`src/rtl/vctrl_config_sequencer.sv`:
```
// Write-port sequencer for the vector control register file: round-robin between scalar
// writes and matmul shape commands (expanded to mask writes). Optional VCTRL_SETVL_EN adds a vl write.
module vctrl_config_sequencer #(
  parameter int WIDTH       = 32,
  parameter int LOG2NUMREGS = 5,
  parameter int MMSIZE      = 8,
  parameter int LOG2MMSIZE  = 3
) (
  input  logic                   clk,
  input  logic                   resetn,
  input  logic                   s_req,
  input  logic [LOG2NUMREGS-1:0] s_reg,
  input  logic [WIDTH-1:0]       s_data,
  output logic                   s_gnt,
  input  logic                   cfg_valid,
  output logic                   cfg_ready,
  input  logic [LOG2MMSIZE:0]    cfg_arows,
  input  logic [LOG2MMSIZE:0]    cfg_acols,
  input  logic [LOG2MMSIZE:0]    cfg_bcols,
  output logic [LOG2NUMREGS-1:0] c_reg,
  output logic [WIDTH-1:0]       c_writedatain,
  output logic                   c_we,
  output logic                   busy,
  output logic                   done
);
  localparam int FW = LOG2MMSIZE + 1;

  typedef enum logic [2:0] {
    IDLE,
    W_AROWS,
    W_ACOLS,
    W_BCOLS
`ifdef VCTRL_SETVL_EN
    , W_VL
`endif
  } state_t;

  state_t                 state_q, state_d;
  logic                   last_cfg_q, last_cfg_d;
  logic [FW-1:0]          acols_q, acols_d;
  logic [FW-1:0]          bcols_q, bcols_d;
  logic                   c_we_q, c_we_d;
  logic [LOG2NUMREGS-1:0] c_reg_q, c_reg_d;
  logic [WIDTH-1:0]       c_data_q, c_data_d;
  logic                   done_q, done_d;

`ifdef VCTRL_SETVL_EN
  logic [FW-1:0]          arows_q, arows_d;
  logic [2*FW-1:0]        vl_prod;
  assign vl_prod = (2*FW)'(arows_q) * (2*FW)'(bcols_q);
`endif

  // Thermometer mask; fields >= MMSIZE saturate naturally since only MMSIZE bits are produced.
  function automatic logic [WIDTH-1:0] mask(input logic [FW-1:0] n);
    logic [WIDTH-1:0] m;
    m = '0;
    for (int unsigned i = 0; i < MMSIZE; i++) m[i] = (i < 32'(n));
    return m;
  endfunction

  // The output registers are loaded one state ahead, so the write shown in
  // state W_X is the one computed while leaving the previous state.
  always_comb begin
    state_d    = state_q;
    last_cfg_d = last_cfg_q;
    acols_d    = acols_q;
    bcols_d    = bcols_q;
`ifdef VCTRL_SETVL_EN
    arows_d    = arows_q;
`endif
    c_we_d     = 1'b0;
    c_reg_d    = c_reg_q;
    c_data_d   = c_data_q;
    done_d     = 1'b0;
    s_gnt      = 1'b0;
    cfg_ready  = 1'b0;
    case (state_q)
      IDLE: begin
        if (resetn) begin
          if (s_req && (!cfg_valid || last_cfg_q)) begin
            s_gnt      = 1'b1;
            last_cfg_d = 1'b0;
            c_we_d     = 1'b1;
            c_reg_d    = s_reg;
            c_data_d   = s_data;
          end else if (cfg_valid) begin
            cfg_ready  = 1'b1;
            last_cfg_d = 1'b1;
            acols_d    = cfg_acols;
            bcols_d    = cfg_bcols;
`ifdef VCTRL_SETVL_EN
            arows_d    = cfg_arows;
`endif
            c_we_d     = 1'b1;
            c_reg_d    = LOG2NUMREGS'(31);
            c_data_d   = mask(cfg_arows);
            state_d    = W_AROWS;
          end
        end
      end
      W_AROWS: begin
        c_we_d   = 1'b1;
        c_reg_d  = LOG2NUMREGS'(30);
        c_data_d = mask(acols_q);
        state_d  = W_ACOLS;
      end
      W_ACOLS: begin
        c_we_d   = 1'b1;
        c_reg_d  = LOG2NUMREGS'(29);
        c_data_d = mask(bcols_q);
`ifndef VCTRL_SETVL_EN
        done_d   = 1'b1;
`endif
        state_d  = W_BCOLS;
      end
      W_BCOLS: begin
`ifdef VCTRL_SETVL_EN
        c_we_d   = 1'b1;
        c_reg_d  = '0;
        c_data_d = WIDTH'(vl_prod);
        done_d   = 1'b1;
        state_d  = W_VL;
`else
        state_d  = IDLE;
`endif
      end
`ifdef VCTRL_SETVL_EN
      W_VL:    state_d = IDLE;
`endif
      default: state_d = IDLE;
    endcase
  end

  always_ff @(posedge clk or negedge resetn) begin
    if (!resetn) begin
      state_q    <= IDLE;
      last_cfg_q <= 1'b1;
      acols_q    <= '0;
      bcols_q    <= '0;
`ifdef VCTRL_SETVL_EN
      arows_q    <= '0;
`endif
      c_we_q     <= 1'b0;
      c_reg_q    <= '0;
      c_data_q   <= '0;
      done_q     <= 1'b0;
    end else begin
      state_q    <= state_d;
      last_cfg_q <= last_cfg_d;
      acols_q    <= acols_d;
      bcols_q    <= bcols_d;
`ifdef VCTRL_SETVL_EN
      arows_q    <= arows_d;
`endif
      c_we_q     <= c_we_d;
      c_reg_q    <= c_reg_d;
      c_data_q   <= c_data_d;
      done_q     <= done_d;
    end
  end

  assign c_we          = c_we_q;
  assign c_reg         = c_reg_q;
  assign c_writedatain = c_data_q;
  assign done          = done_q;
  assign busy          = (state_q != IDLE);

endmodule

```
`config.mk`:
```
export PLATFORM = sky130hd
export DESIGN_NAME = vctrl_config_sequencer
export DESIGN_NICKNAME = d
export VERILOG_FILES = /design/src/rtl/vctrl_config_sequencer.sv
export SDC_FILE = /design/constraint.sdc
export NUM_CORES = 1
export LEC_CHECK = 0
export CAP_MARGIN = 20
export CORE_MARGIN = 2
export CORE_UTILIZATION = 39
export DETAILED_ROUTE_END_ITERATION = 7
export GPL_TIMING_DRIVEN = 0
export HOLD_SLACK_MARGIN = 0.05
export PLACE_DENSITY_LB_ADDON = 0.3
export SLEW_MARGIN = 20
export SYNTH_ARGS = -nofsm -noshare
export SYNTH_HDL_FRONTEND = slang
export SYNTH_SLANG_ARGS = --single-unit
```
`constraint.sdc`:
```
create_clock -name clk -period 1.7 [get_ports clk]
set_clock_uncertainty 0.05 [all_clocks]
set_input_delay 0.34 -clock clk [delete_from_list [all_inputs] [get_ports clk]]
set_output_delay 0.34 -clock clk [all_outputs]
set_load 0.02 [all_outputs]
```
==> results.sh <==
export IMPL_finalPower_mw=6.67
export IMPL_drt_iter0_drc=85
export IMPL_cts_buffers=5
export IMPL_vias=2043
export IMPL_switchingPower_mw=2.64
export IMPL_multiInputGateArea_um2=1050
export IMPL_synth_area_top_cells="dfrtp_1, a22o_1, mux2_2, nand2_1, ha_1"
export IMPL_finalCriticalPeriod_ps=1740
export IMPL_clk_latency_ps=300
export IMPL_maxCapViolations=0
export IMPL_ys_warn_count=0
export IMPL_r2r_end="c_writedatain[4]$_DFFE_PN0P_"
export IMPL_grt_pass1_vias=1996
export IMPL_cpMaxStageDelayCell="dfstp_2"
export IMPL_synth_edf_count=0
export IMPL_grt_pass1_wl_um=9320
export IMPL_nets=369
export IMPL_clkPwrFrac_pct=12.1
export IMPL_p_seq_share_pct=28.8
export IMPL_seq_area_um2=1250
export IMPL_routedLengthMet1_um=2590
export IMPL_post_synth_top_area_fraction_pct=52.9
export IMPL_area_delta_synth_final_pct=62.2
export IMPL_synthCells=195
export IMPL_core_area_um2=5850
export IMPL_numPortBuffers=94
export IMPL_cts_reportedPaths_clkPinSlew_ps=90
export IMPL_max_freq_mhz=574
export IMPL_viasPerCell=5.27
export IMPL_ioPinCount=95
export IMPL_path_class="reg2out"
export IMPL_avgSynthCellArea_um2=11.9
export IMPL_cts_max_path_buffers=2
export IMPL_slowest_delay_ps=540
export IMPL_r2r_start="last_cfg_q$_DFFE_PN1P_"
export IMPL_largest_reg_flops=32
export IMPL_fin_area_um2=3760
export IMPL_place_gp_congestion=0.792
export IMPL_drive_above_1_share_pct=23.3
export IMPL_fp_row_count=28
export IMPL_r2r_slack_ps=0
export IMPL_drtPass1Iterations=4
export IMPL_antenna_found_initial=0
export IMPL_drc=0
export IMPL_n_antenna_cell=0
export IMPL_p_int_mw=4.02
export IMPL_max_slew_margin_pct=65.7
export IMPL_critPathCaptureType="output pin"
export IMPL_cp_start_kind="register"
export IMPL_setup_violations_final=2
export IMPL_dr_max_layer_used="met4"
export IMPL_violations="hold timing, setup timing"
export IMPL_clock_sinks=50
export IMPL_critical_path_required_ps=1310
export IMPL_synth_cell_types=47
export IMPL_synth_ff_type="dfrtp_1"
export IMPL_n_fill_cell=472
export IMPL_synthArstFlopShare_pct=100
export IMPL_synth_area_leader_cell="dfrtp_1"
export IMPL_crit_path_start="last_cfg_q$_DFFE_PN1P_"
export IMPL_dr_wl_met3_um=482
export IMPL_p_sw_share_pct=39.7
export IMPL_yosysMostFrequentCell="dfrtp_1"
export IMPL_tns_ps=-58.1
export IMPL_slew_violations=0
export IMPL_outcome="complete, but fails checks"
export IMPL_synth_area_um2=2320
export IMPL_ir_drop_mv=1.03
export IMPL_path_max_fanout=2
export IMPL_worst_pin_slew_ps=514
export IMPL_hold_slack_ps=-55.7
export IMPL_overflow=0
export IMPL_ant_nets=0
export IMPL_cts_root_buffer="clkbuf_8"
export IMPL_hold_viol=49
export IMPL_rr_worst_depth=6
export IMPL_dieArea_um2=6580
export IMPL_dp_slack_ps=-795
export IMPL_syn_num_nets=252
export IMPL_rsz0062_at_grt="true"
export IMPL_p_per_area_nw_per_um2=1770
export IMPL_ys_seq_elements=50
export IMPL_path_cells="nand2b_4 > nand2_4 > buf_6 > nor2_4 > buf_6"
export IMPL_placed_area_um2=3350
export IMPL_fin_crit_sh_pct=102
export IMPL_p_leak_nw=1.95
export IMPL_hpwl_um=4290
export IMPL_h_tree_depth=2
export IMPL_grt_max_degree=55
export IMPL_ys_seq_area_share_pct=54.0
export IMPL_cpMostUsedCell="buf_6"
export IMPL_die_w_um=81.1
export IMPL_wl_met2_um=2930
export IMPL_pwr_share_comb_pct=59.0
export IMPL_grt_util_all_layers_pct=18.6
export IMPL_die_y_um=81.1
export IMPL_wl_um=6090
export IMPL_min_path_type="in2async"
export IMPL_cts_tree="done"
export IMPL_setup_ws_ps=-40.8
export IMPL_initial_core_util_pct=39.6
export IMPL_synthTopCellsByCount="dfrtp_1, a22o_1, nand2_1"
export IMPL_detail_route_wl_per_cell_um=15.7
export IMPL_arrival_ps=1350
==> metrics by stage <==
step	cells	util [%]
final	388	64.3
after global routing	388	64.3
after CTS	378	60.9
after detailed placement	364	57.3
after global placement	364	57.3
after floorplan	195	-
==> critical path, delay by kind of cell, from the launching register on <==
family                 cells  cell delay [ps]
flip-flops                 1              540
buffers and inverters      2              250
AND/OR/NAND/NOR            3              270
==> cell families after synthesis <==
kind of cell | share of synthesized area, %
AOI/OAI and AO/OA | 25.4
adders and majority gates | 2.16
buffers and inverters | 4.58
DFF | 54.0
muxes | 4.75
and+or+nand+nor | 9.17
==> placed cells by master (no fill, tap or decap), types with 2 or more instances in the layout <==
cell type,count
clkdlybuf4s50_1,63
dfrtp_1,49
dlymetal6s2s_1,25
a22o_1,24
buf_4,17
nand2_1,13
o21ai_0,10
buf_6,8
mux2_2,8
nor2_1,7
a21oi_1,6
clkbuf_8,5
inv_2,4
inv_1,4
o22a_1,4
nand3_1,4
o211ai_1,4
o22ai_1,3
a21oi_2,3
o221ai_1,3
buf_2,2
or2_2,2
mux2i_1,2
o32a_1,2
ha_4,2
ha_1,2
clkbuf_1,2
dlygate4sd2_1,2
buf_12,2
==> worst max-delay path by stage <==
stage                      endpoint  cells past startpoint
2_1_floorplan  c_reg[3]$_DFFE_PN0P_                      6
3_3_place_gp              cfg_ready                      4
3_5_place_dp              cfg_ready                      5
4_1_cts                       s_gnt                      5
5_1_grt                       s_gnt                      5
6_report                      s_gnt                      5
==> power groups by stage <==
stage	clock (mW)	sequential [mW]	combinational, mW
2_1_floorplan	0	2.28	1.80
3_3_place_gp	0	1.93	3.39
3_5_place_dp	0	1.95	3.42
4_1_cts	0.841	1.93	3.65
5_1_grt	0.895	1.98	4.22
6_report	0.809	1.92	3.93
==> routing by layer <==
| layer | vias up | track usage (%) |
|---|---|---|
| met4 | 0 | 5.76 |
| met2 | 81 | 31.5 |
| li1 | 967 | - |
| met3 | 9 | 5.33 |
| met1 | 986 | 22.8 |
| met5 | - | 0 |
==> cell type report <==
cell class              count  share of cell area [%]
flip-flops and latches     50                    33.3
repair buffers            111                    30.7
multi-input cells         127                    27.8
well taps                  75                    2.49
clock buffers               7                    2.03
plain buffers               8                    1.93
inverters                   9                   0.931
clock inverters             1                   0.798
==> repair_timing <==
action,in CTS,in global routing
pin swaps,6,6
gates resized for setup,35,32
hold endpoints to repair,49,49
gates cloned,0,0
setup endpoints to repair,36,53
setup buffers,7,10
No activity file was read; power rests on OpenSTA's default activity.
